File: src/rtl/ahb_i2c_slave_if.sv
// AHB-Lite slave front end of the AHB-to-I2C bridge: register map, TX/RX byte
// FIFOs and the command handshake toward the I2C byte engine.
module ahb_i2c_slave_if #(
  parameter int TX_DEPTH = 4,
  parameter int RX_DEPTH = 4
) (
  input  logic        Hclk,
  input  logic        Hreset,
  input  logic        hsel,
  input  logic [31:0] haddr,
  input  logic [1:0]  htrans,
  input  logic        hwrite,
  input  logic [2:0]  hsize,
  input  logic [2:0]  hburst,
  input  logic [31:0] hwdata,
  output logic [31:0] hrdata,
  output logic        hready,
  output logic        hresp,
  output logic        cmd_valid,
  input  logic        cmd_ready,
  output logic        cmd_rw,
  output logic [6:0]  cmd_addr,
  output logic [7:0]  cmd_len,
  output logic        tx_valid,
  output logic [7:0]  tx_byte,
  input  logic        tx_ready,
  input  logic        rx_valid,
  input  logic [7:0]  rx_byte,
  input  logic        i2c_busy,
  input  logic        i2c_nack
);

  localparam int TX_AW = $clog2(TX_DEPTH);
  localparam int TX_CW = TX_AW + 1;
  localparam int RX_AW = $clog2(RX_DEPTH);
  localparam int RX_CW = RX_AW + 1;

  localparam logic [2:0] OFF_CTRL   = 3'd0;
  localparam logic [2:0] OFF_STATUS = 3'd1;
  localparam logic [2:0] OFF_SADDR  = 3'd2;
  localparam logic [2:0] OFF_TXDATA = 3'd3;
  localparam logic [2:0] OFF_RXDATA = 3'd4;

  typedef enum logic [1:0] {PH_IDLE, PH_DATA, PH_ERR2} phase_t;

  phase_t phase, phase_nxt;
  logic [2:0] dp_addr;
  logic       dp_write;
  logic [2:0] dp_size;

  logic       ctrl_rw;
  logic [7:0] ctrl_len;
  logic [6:0] saddr;
  logic       nack, rx_ovf;

  logic [7:0]       tx_mem [TX_DEPTH];
  logic [TX_AW-1:0] tx_wr_ptr, tx_rd_ptr;
  logic [TX_CW-1:0] tx_count;
  logic [7:0]       rx_mem [RX_DEPTH];
  logic [RX_AW-1:0] rx_wr_ptr, rx_rd_ptr;
  logic [RX_CW-1:0] rx_count;

  logic busy, tx_full, tx_empty, rx_full, rx_empty;
  logic err_now, ok_dp, sample;
  logic wr_ctrl, wr_status, wr_saddr, wr_txdata, rd_rxdata;
  logic tx_push, tx_pop, rx_push, rx_pop, ovf_set, launch;
  logic [31:0] status_word;
  logic unused_sig;

  assign unused_sig = ^{haddr[31:5], haddr[1:0], htrans[0], hburst, hwdata[31:16]};

  assign busy     = cmd_valid | i2c_busy;
  assign tx_full  = (tx_count == TX_CW'(TX_DEPTH));
  assign tx_empty = (tx_count == '0);
  assign rx_full  = (rx_count == RX_CW'(RX_DEPTH));
  assign rx_empty = (rx_count == '0);
  assign tx_valid = ~tx_empty;
  assign tx_byte  = tx_mem[tx_rd_ptr];

  assign status_word = {8'h00, 8'(rx_count), 8'(tx_count), 1'b0, rx_ovf, nack,
                        rx_empty, rx_full, tx_empty, tx_full, busy};

  always_ff @(posedge Hclk or negedge Hreset) begin
    if (!Hreset) begin
      phase    <= PH_IDLE;
      dp_addr  <= '0;
      dp_write <= 1'b0;
      dp_size  <= '0;
    end else begin
      phase <= phase_nxt;
      if (sample) begin
        dp_addr  <= haddr[4:2];
        dp_write <= hwrite;
        dp_size  <= hsize;
      end
    end
  end

  // Errors are detected in the data phase itself, so the first error cycle
  // stalls combinationally and side effects are gated by ok_dp.
  always_comb begin
    err_now   = 1'b0;
    hrdata    = '0;
    wr_ctrl   = 1'b0;
    wr_status = 1'b0;
    wr_saddr  = 1'b0;
    wr_txdata = 1'b0;
    rd_rxdata = 1'b0;
    if (phase == PH_DATA) begin
      err_now = (dp_size != 3'b010) || (dp_addr > OFF_RXDATA) ||
                (dp_write && dp_addr == OFF_TXDATA && tx_full) ||
                (!dp_write && dp_addr == OFF_RXDATA && rx_empty) ||
                (dp_write && dp_addr == OFF_CTRL && hwdata[0] && busy);
    end
    ok_dp  = (phase == PH_DATA) && !err_now;
    hready = ~err_now;
    hresp  = err_now || (phase == PH_ERR2);
    sample = hsel && htrans[1] && hready;

    if (sample)       phase_nxt = PH_DATA;
    else if (err_now) phase_nxt = PH_ERR2;
    else              phase_nxt = PH_IDLE;

    if (ok_dp) begin
      if (dp_write) begin
        wr_ctrl   = (dp_addr == OFF_CTRL);
        wr_status = (dp_addr == OFF_STATUS);
        wr_saddr  = (dp_addr == OFF_SADDR);
        wr_txdata = (dp_addr == OFF_TXDATA);
      end else begin
        rd_rxdata = (dp_addr == OFF_RXDATA);
        case (dp_addr)
          OFF_CTRL:   hrdata = {16'h0000, ctrl_len, 6'b0, ctrl_rw, 1'b0};
          OFF_STATUS: hrdata = status_word;
          OFF_SADDR:  hrdata = {25'h0, saddr};
          OFF_RXDATA: hrdata = {24'h0, rx_mem[rx_rd_ptr]};
          default:    hrdata = '0;
        endcase
      end
    end
  end

  assign launch  = wr_ctrl && hwdata[0] && (hwdata[15:8] != 8'h00);
  assign tx_push = wr_txdata;
  assign tx_pop  = tx_valid & tx_ready;
  assign rx_pop  = rd_rxdata;
  // A full RX FIFO still accepts a push when a pop frees the slot this cycle.
  assign rx_push = rx_valid & (~rx_full | rx_pop);
  assign ovf_set = rx_valid & rx_full & ~rx_pop;

  always_ff @(posedge Hclk or negedge Hreset) begin
    if (!Hreset) begin
      ctrl_rw   <= 1'b0;
      ctrl_len  <= '0;
      saddr     <= '0;
      cmd_valid <= 1'b0;
      cmd_rw    <= 1'b0;
      cmd_addr  <= '0;
      cmd_len   <= '0;
      nack      <= 1'b0;
      rx_ovf    <= 1'b0;
    end else begin
      if (wr_ctrl) begin
        ctrl_rw  <= hwdata[1];
        ctrl_len <= hwdata[15:8];
      end
      if (wr_saddr) saddr <= hwdata[6:0];
      if (launch) begin
        cmd_valid <= 1'b1;
        cmd_rw    <= hwdata[1];
        cmd_addr  <= saddr;
        cmd_len   <= hwdata[15:8];
      end else if (cmd_valid && cmd_ready) begin
        cmd_valid <= 1'b0;
      end
      nack   <= i2c_nack | (nack   & ~(wr_status & hwdata[5]));
      rx_ovf <= ovf_set  | (rx_ovf & ~(wr_status & hwdata[6]));
    end
  end

  always_ff @(posedge Hclk or negedge Hreset) begin
    if (!Hreset) begin
      tx_wr_ptr <= '0;
      tx_rd_ptr <= '0;
      tx_count  <= '0;
      rx_wr_ptr <= '0;
      rx_rd_ptr <= '0;
      rx_count  <= '0;
    end else begin
      if (tx_push) tx_wr_ptr <= tx_wr_ptr + TX_AW'(1);
      if (tx_pop)  tx_rd_ptr <= tx_rd_ptr + TX_AW'(1);
      case ({tx_push, tx_pop})
        2'b10:   tx_count <= tx_count + TX_CW'(1);
        2'b01:   tx_count <= tx_count - TX_CW'(1);
        default: tx_count <= tx_count;
      endcase
      if (rx_push) rx_wr_ptr <= rx_wr_ptr + RX_AW'(1);
      if (rx_pop)  rx_rd_ptr <= rx_rd_ptr + RX_AW'(1);
      case ({rx_push, rx_pop})
        2'b10:   rx_count <= rx_count + RX_CW'(1);
        2'b01:   rx_count <= rx_count - RX_CW'(1);
        default: rx_count <= rx_count;
      endcase
    end
  end

  always_ff @(posedge Hclk) begin
    if (tx_push) tx_mem[tx_wr_ptr] <= hwdata[7:0];
    if (rx_push) rx_mem[rx_wr_ptr] <= rx_byte;
  end

endmodule
File: config.mk
export PLATFORM = sky130hd
export DESIGN_NAME = ahb_i2c_slave_if
export DESIGN_NICKNAME = d
export VERILOG_FILES = /design/src/rtl/ahb_i2c_slave_if.sv
export SDC_FILE = /design/constraint.sdc
export NUM_CORES = 1
export LEC_CHECK = 0
export BUFFER_PORTS_ARGS = -buffer_cell sky130_fd_sc_hd__buf_2
export CAP_MARGIN = 20
export CELL_PAD_IN_SITES_DETAIL_PLACEMENT = 1
export CELL_PAD_IN_SITES_GLOBAL_PLACEMENT = 2
export CORE_UTILIZATION = 35
export CTS_CLUSTER_SIZE = 25
export DETAILED_ROUTE_END_ITERATION = 10
export GPL_TIMING_DRIVEN = 0
export PLACE_DENSITY = 0.87
export SYNTH_ARGS = -nofsm -noshare
export SYNTH_HDL_FRONTEND = slang
export SYNTH_SLANG_ARGS = --single-unit
File: constraint.sdc
create_clock -name Hclk -period 2.9 [get_ports Hclk]
set_input_delay 0.29 -clock Hclk [delete_from_list [all_inputs] [get_ports Hclk]]
set_output_delay 0.29 -clock Hclk [all_outputs]
set_load 0.01 [all_outputs]
==> metrics.md <==
| Metric | Value |
|---|---|
| Status | complete, no violations |
| Synth top area cells | edfxtp_1 (36%), dfrtp_1 (27%), mux2_2 (6.9%) |
| Yosys top cell area share | 35.8% |
| Die Y | 126 um |
| CP dominant cell by count | inv_1 |
| I/O pins | 149 |
| Part of the power in combinational logic | 19.1% |
| Core footprint | 14800 sq um |
| CTS Root Cell | clkbuf_16 |
| Worst IR drop on VDD | around 520 uV |
| Met2 routed WL | 6550 um |
| Worst Setup Path Type | flop to flop |
| Mean Syn Cell Area | 15.1 sq um |
| Int Power | approximately 4.0 mW |
| CP peak stage delay | 470 ps |
| DR pass1 iterations | 4 |
| Switching Power | between 1 and 1.5 mW |
| Hold crit path type | primary input to flop |
| Total power | 5.51 mW |
| Worst-path cell with the longest stage delay | o41ai_4 |
| Post-route DRC | 0 |
| Crit-path cells | nor3b_1 > o21ai_2 > o41ai_4 > and2_1 > inv_1 > ha_1 > inv_1 > fa_1 > o21ai_0 |
| Diode count | 0 |
| Leakage power | ~3.0 nW |
| Synth warn | 0 |
| IO Port Bufs | 86 |
| Clock power frac | between 40 and 50% |
| Total wire length | 12500 um |
| Seq/Total Area, Yosys | 62.9% |
| Num rows | between 40 and 50 |
| Ys flop type | edfxtp_1 |
| Sequential Power Share | 40.1% |
| Final setup skew | 6.48 ps |
| Switching share of power | 26.5% |
| Initial Util | 36.4% |
| CP Capture Type | flop |
| Synth Cell Area | roughly 5400 sq um |
| Power Density | between 800 and 900 nW/um^2 |
| Max Cap Viol | 0 |
| Wl on met1 | 5230 um |
| Initial drt markers | roughly 160 |
| Total global routing overflow | 0 |
| Max Slew Vio Count | 0 |
| Dominant cell type by area after synthesis | edfxtp_1 |
| Number of enable flip-flop cells after synthesis | between 60 and 70 |
| Mapped Cells | roughly 360 |
| Layout cell share with drive strength beyond 1 | 41.1% |
| Number of setup violations in the final report | 0 |
| Worst slew pin tran | around 840 ps |
| Via count | 3272 |
| Final Hold Vio Count | 0 |
| Final Core Density | between 40% and 50% |
| Worst Path Buf+Inv | 2 |
| Gr usage total | approximately 17% |
| Largest net degree at the start of global routing | 31 |
| Clock transition at path regs | ~60 ps |
| Uppermost layer routed | met4 |
| Die area | about 16000 sq um |
| CTS tree | built |
| Setup_tns | 0 ps |
| Die X | 126 um |
| Fillers | 1484 |
| Worst-Skew Late Latency | 410 ps |
| Sink Count | between 100 and 150 |
| Peak Freq | about 0.36 GHz |
| CP Launch Type | flop |
| Crit path DAT | 3070 ps |
| CTS buffer count | 17 |
| Distinct cell type count after synthesis | 46 |
| Final period util | 94.8% |
| Detailed-route wire length per cell | 18.5 um |
| Number of global-route vias before repair | 3593 |
| Initial antenna violation count | 0 |
| Required @ worst endpoint | approximately 3200 ps |
| DP HPWL | 9030 um |
| Post-route ant nets | 0 |
| H-tree levels | 4 |
| Final Critical Period | 2750 ps |
| Asr flop ratio synth | 47.5% |
| Via/cell ratio | 4.85 |
| Slew margin rel. | 43.9% |
| Wire length on met3 | approximately 600 um |
| Area growth from synthesis to layout | 27.2% |
| Routability cong. | about 0.72 |
| Clk buf depth | 2 |
| Final nets | 579 |
| Critical path's top delay family | compound AO/OA/AOI/OAI gates |
| CP max FO | 5 |
| FF+latch count, synth | 122 |
| First-pass GRT wire length | 19800 um |
[logic make-up after synthesis]
group	synth area share [%]
multiplexers	16.3
adder cells (fa/ha/maj)	3.08
other	0.0699
buffers and inverters	3.87
AO/OA/AOI/OAI	3.80
flip-flops	62.9
AND/OR/NAND/NOR	8.09
XOR/XNOR	1.96
[metal layers]
layer	up-vias	track usage (%)
li1	1531	-
met4	0	4.89
met3	11	5.23
met1	1643	20.4
met5	-	0
met2	87	29.6
[metrics by stage]
step | cell area, sq um | setup slack [ps] | hold slack, ps | instances
2_1_floorplan | 5410 | 394 | -5.59 | 368
3_3_place_gp | 6070 | -365 | 469 | 638
3_5_place_dp | 6090 | -494 | 374 | 639
4_1_cts | 6780 | 11.2 | 73.2 | 672
5_1_grt | 6820 | -13.8 | 75.8 | 675
6_report | 6820 | 151 | 81.0 | 675
[area by class of cell]
type                    count  area (sq um)  share of cell area, %
repair buffers             91           483                   7.08
flip-flops and latches    122          3370                   49.4
well taps                 184           230                   3.37
inverters                  17          63.8                  0.935
clock buffers              22           474                   6.95
multi-input cells         207          1890                   27.7
plain buffers              22           145                   2.13
clock inverters            10           165                   2.42
[Yosys cell counts, types with 2 or more instances]
| cell | number |
|---|---|
| mux2i_1 | 5 |
| edfxtp_1 | 64 |
| and3_1 | 10 |
| o21ai_1 | 2 |
| xor2_1 | 5 |
| a21oi_1 | 9 |
| nand3_1 | 2 |
| or4_1 | 2 |
| and2_1 | 12 |
| or3_1 | 2 |
| nor2b_1 | 3 |
| a32oi_1 | 2 |
| nand2_1 | 18 |
| a211oi_1 | 2 |
| nor2_1 | 14 |
| mux2_2 | 33 |
| buf_4 | 14 |
| mux4_2 | 16 |
| ha_1 | 10 |
| a21o_1 | 2 |
| clkbuf_1 | 5 |
| xnor2_1 | 7 |
| nor3_1 | 5 |
| mux2_4 | 6 |
| a22oi_1 | 2 |
| nor3b_1 | 3 |
| o21ai_0 | 7 |
| nand2b_1 | 2 |
| fa_1 | 2 |
| dfrtp_1 | 58 |
| inv_1 | 17 |
[layout by cell type, fill, tap and decap left out, types with 13 or more instances in the layout]
master     count
clkbuf_16     17
mux2_2        33
conb_1        13
nor2_1        13
mux4_2        16
dfrtp_1       58
buf_2         87
inv_1         17
buf_4         17
edfxtp_1      64
nand2_1       18
[registers in the layout, indices dropped and copies added, names as in the netlist]
| signal | cells |
|---|---|
| cmd_addr | 7 |
| cmd_len | 8 |
| cmd_rw | 1 |
| cmd_valid | 1 |
| ctrl_len | 8 |
| ctrl_rw | 1 |
| dp_addr | 3 |
| dp_size | 3 |
| dp_write | 1 |
| nack | 1 |
| phase | 2 |
| rx_count | 3 |
| rx_mem | 32 |
| rx_ovf | 1 |
| rx_rd_ptr | 2 |
| rx_wr_ptr | 2 |
| saddr | 7 |
| tx_count | 3 |
| tx_mem | 32 |
| tx_rd_ptr | 2 |
| tx_wr_ptr | 2 |
[power groups by stage]
stage | clock network, mW | logic (mW) | registers (mW)
final | 2.25 | 1.05 | 2.21
after global placement | 0 | 0.977 | 2.21
after floorplan | 0 | 0.721 | 2.18
after detailed placement | 0 | 1.04 | 2.23
after CTS | 2.29 | 1.06 | 2.20
after global routing | 2.36 | 1.18 | 2.23
[final timing paths]
kind | from | endpoint | slack, ps | cells after the start
worst max-delay path | dp_size[0]$_DFFE_PN0P_ | rx_count[1]$_DFFE_PN0P_ | 150 | 9
worst min register to register | nack$_DFF_PN0_ | nack$_DFF_PN0_ | 490 | 1
min in group asynchronous | Hreset | rx_wr_ptr[1]$_DFFE_PN0P_ | 440 | 2
worst min-delay path | i2c_nack | nack$_DFF_PN0_ | 80 | 2
max in group asynchronous | Hreset | tx_count[1]$_DFFE_PN0P_ | 1850 | 3
worst max register to register | dp_size[0]$_DFFE_PN0P_ | rx_count[1]$_DFFE_PN0P_ | 150 | 9
[what timing repair did]
item,in CTS,in global routing
resized for setup,6,6
setup buffers,0,3
hold endpoints to repair,28,0
pin swaps,1,2
setup endpoints to repair,23,10
hold buffers,1,0
No activity file was read; power rests on OpenSTA's default activity.
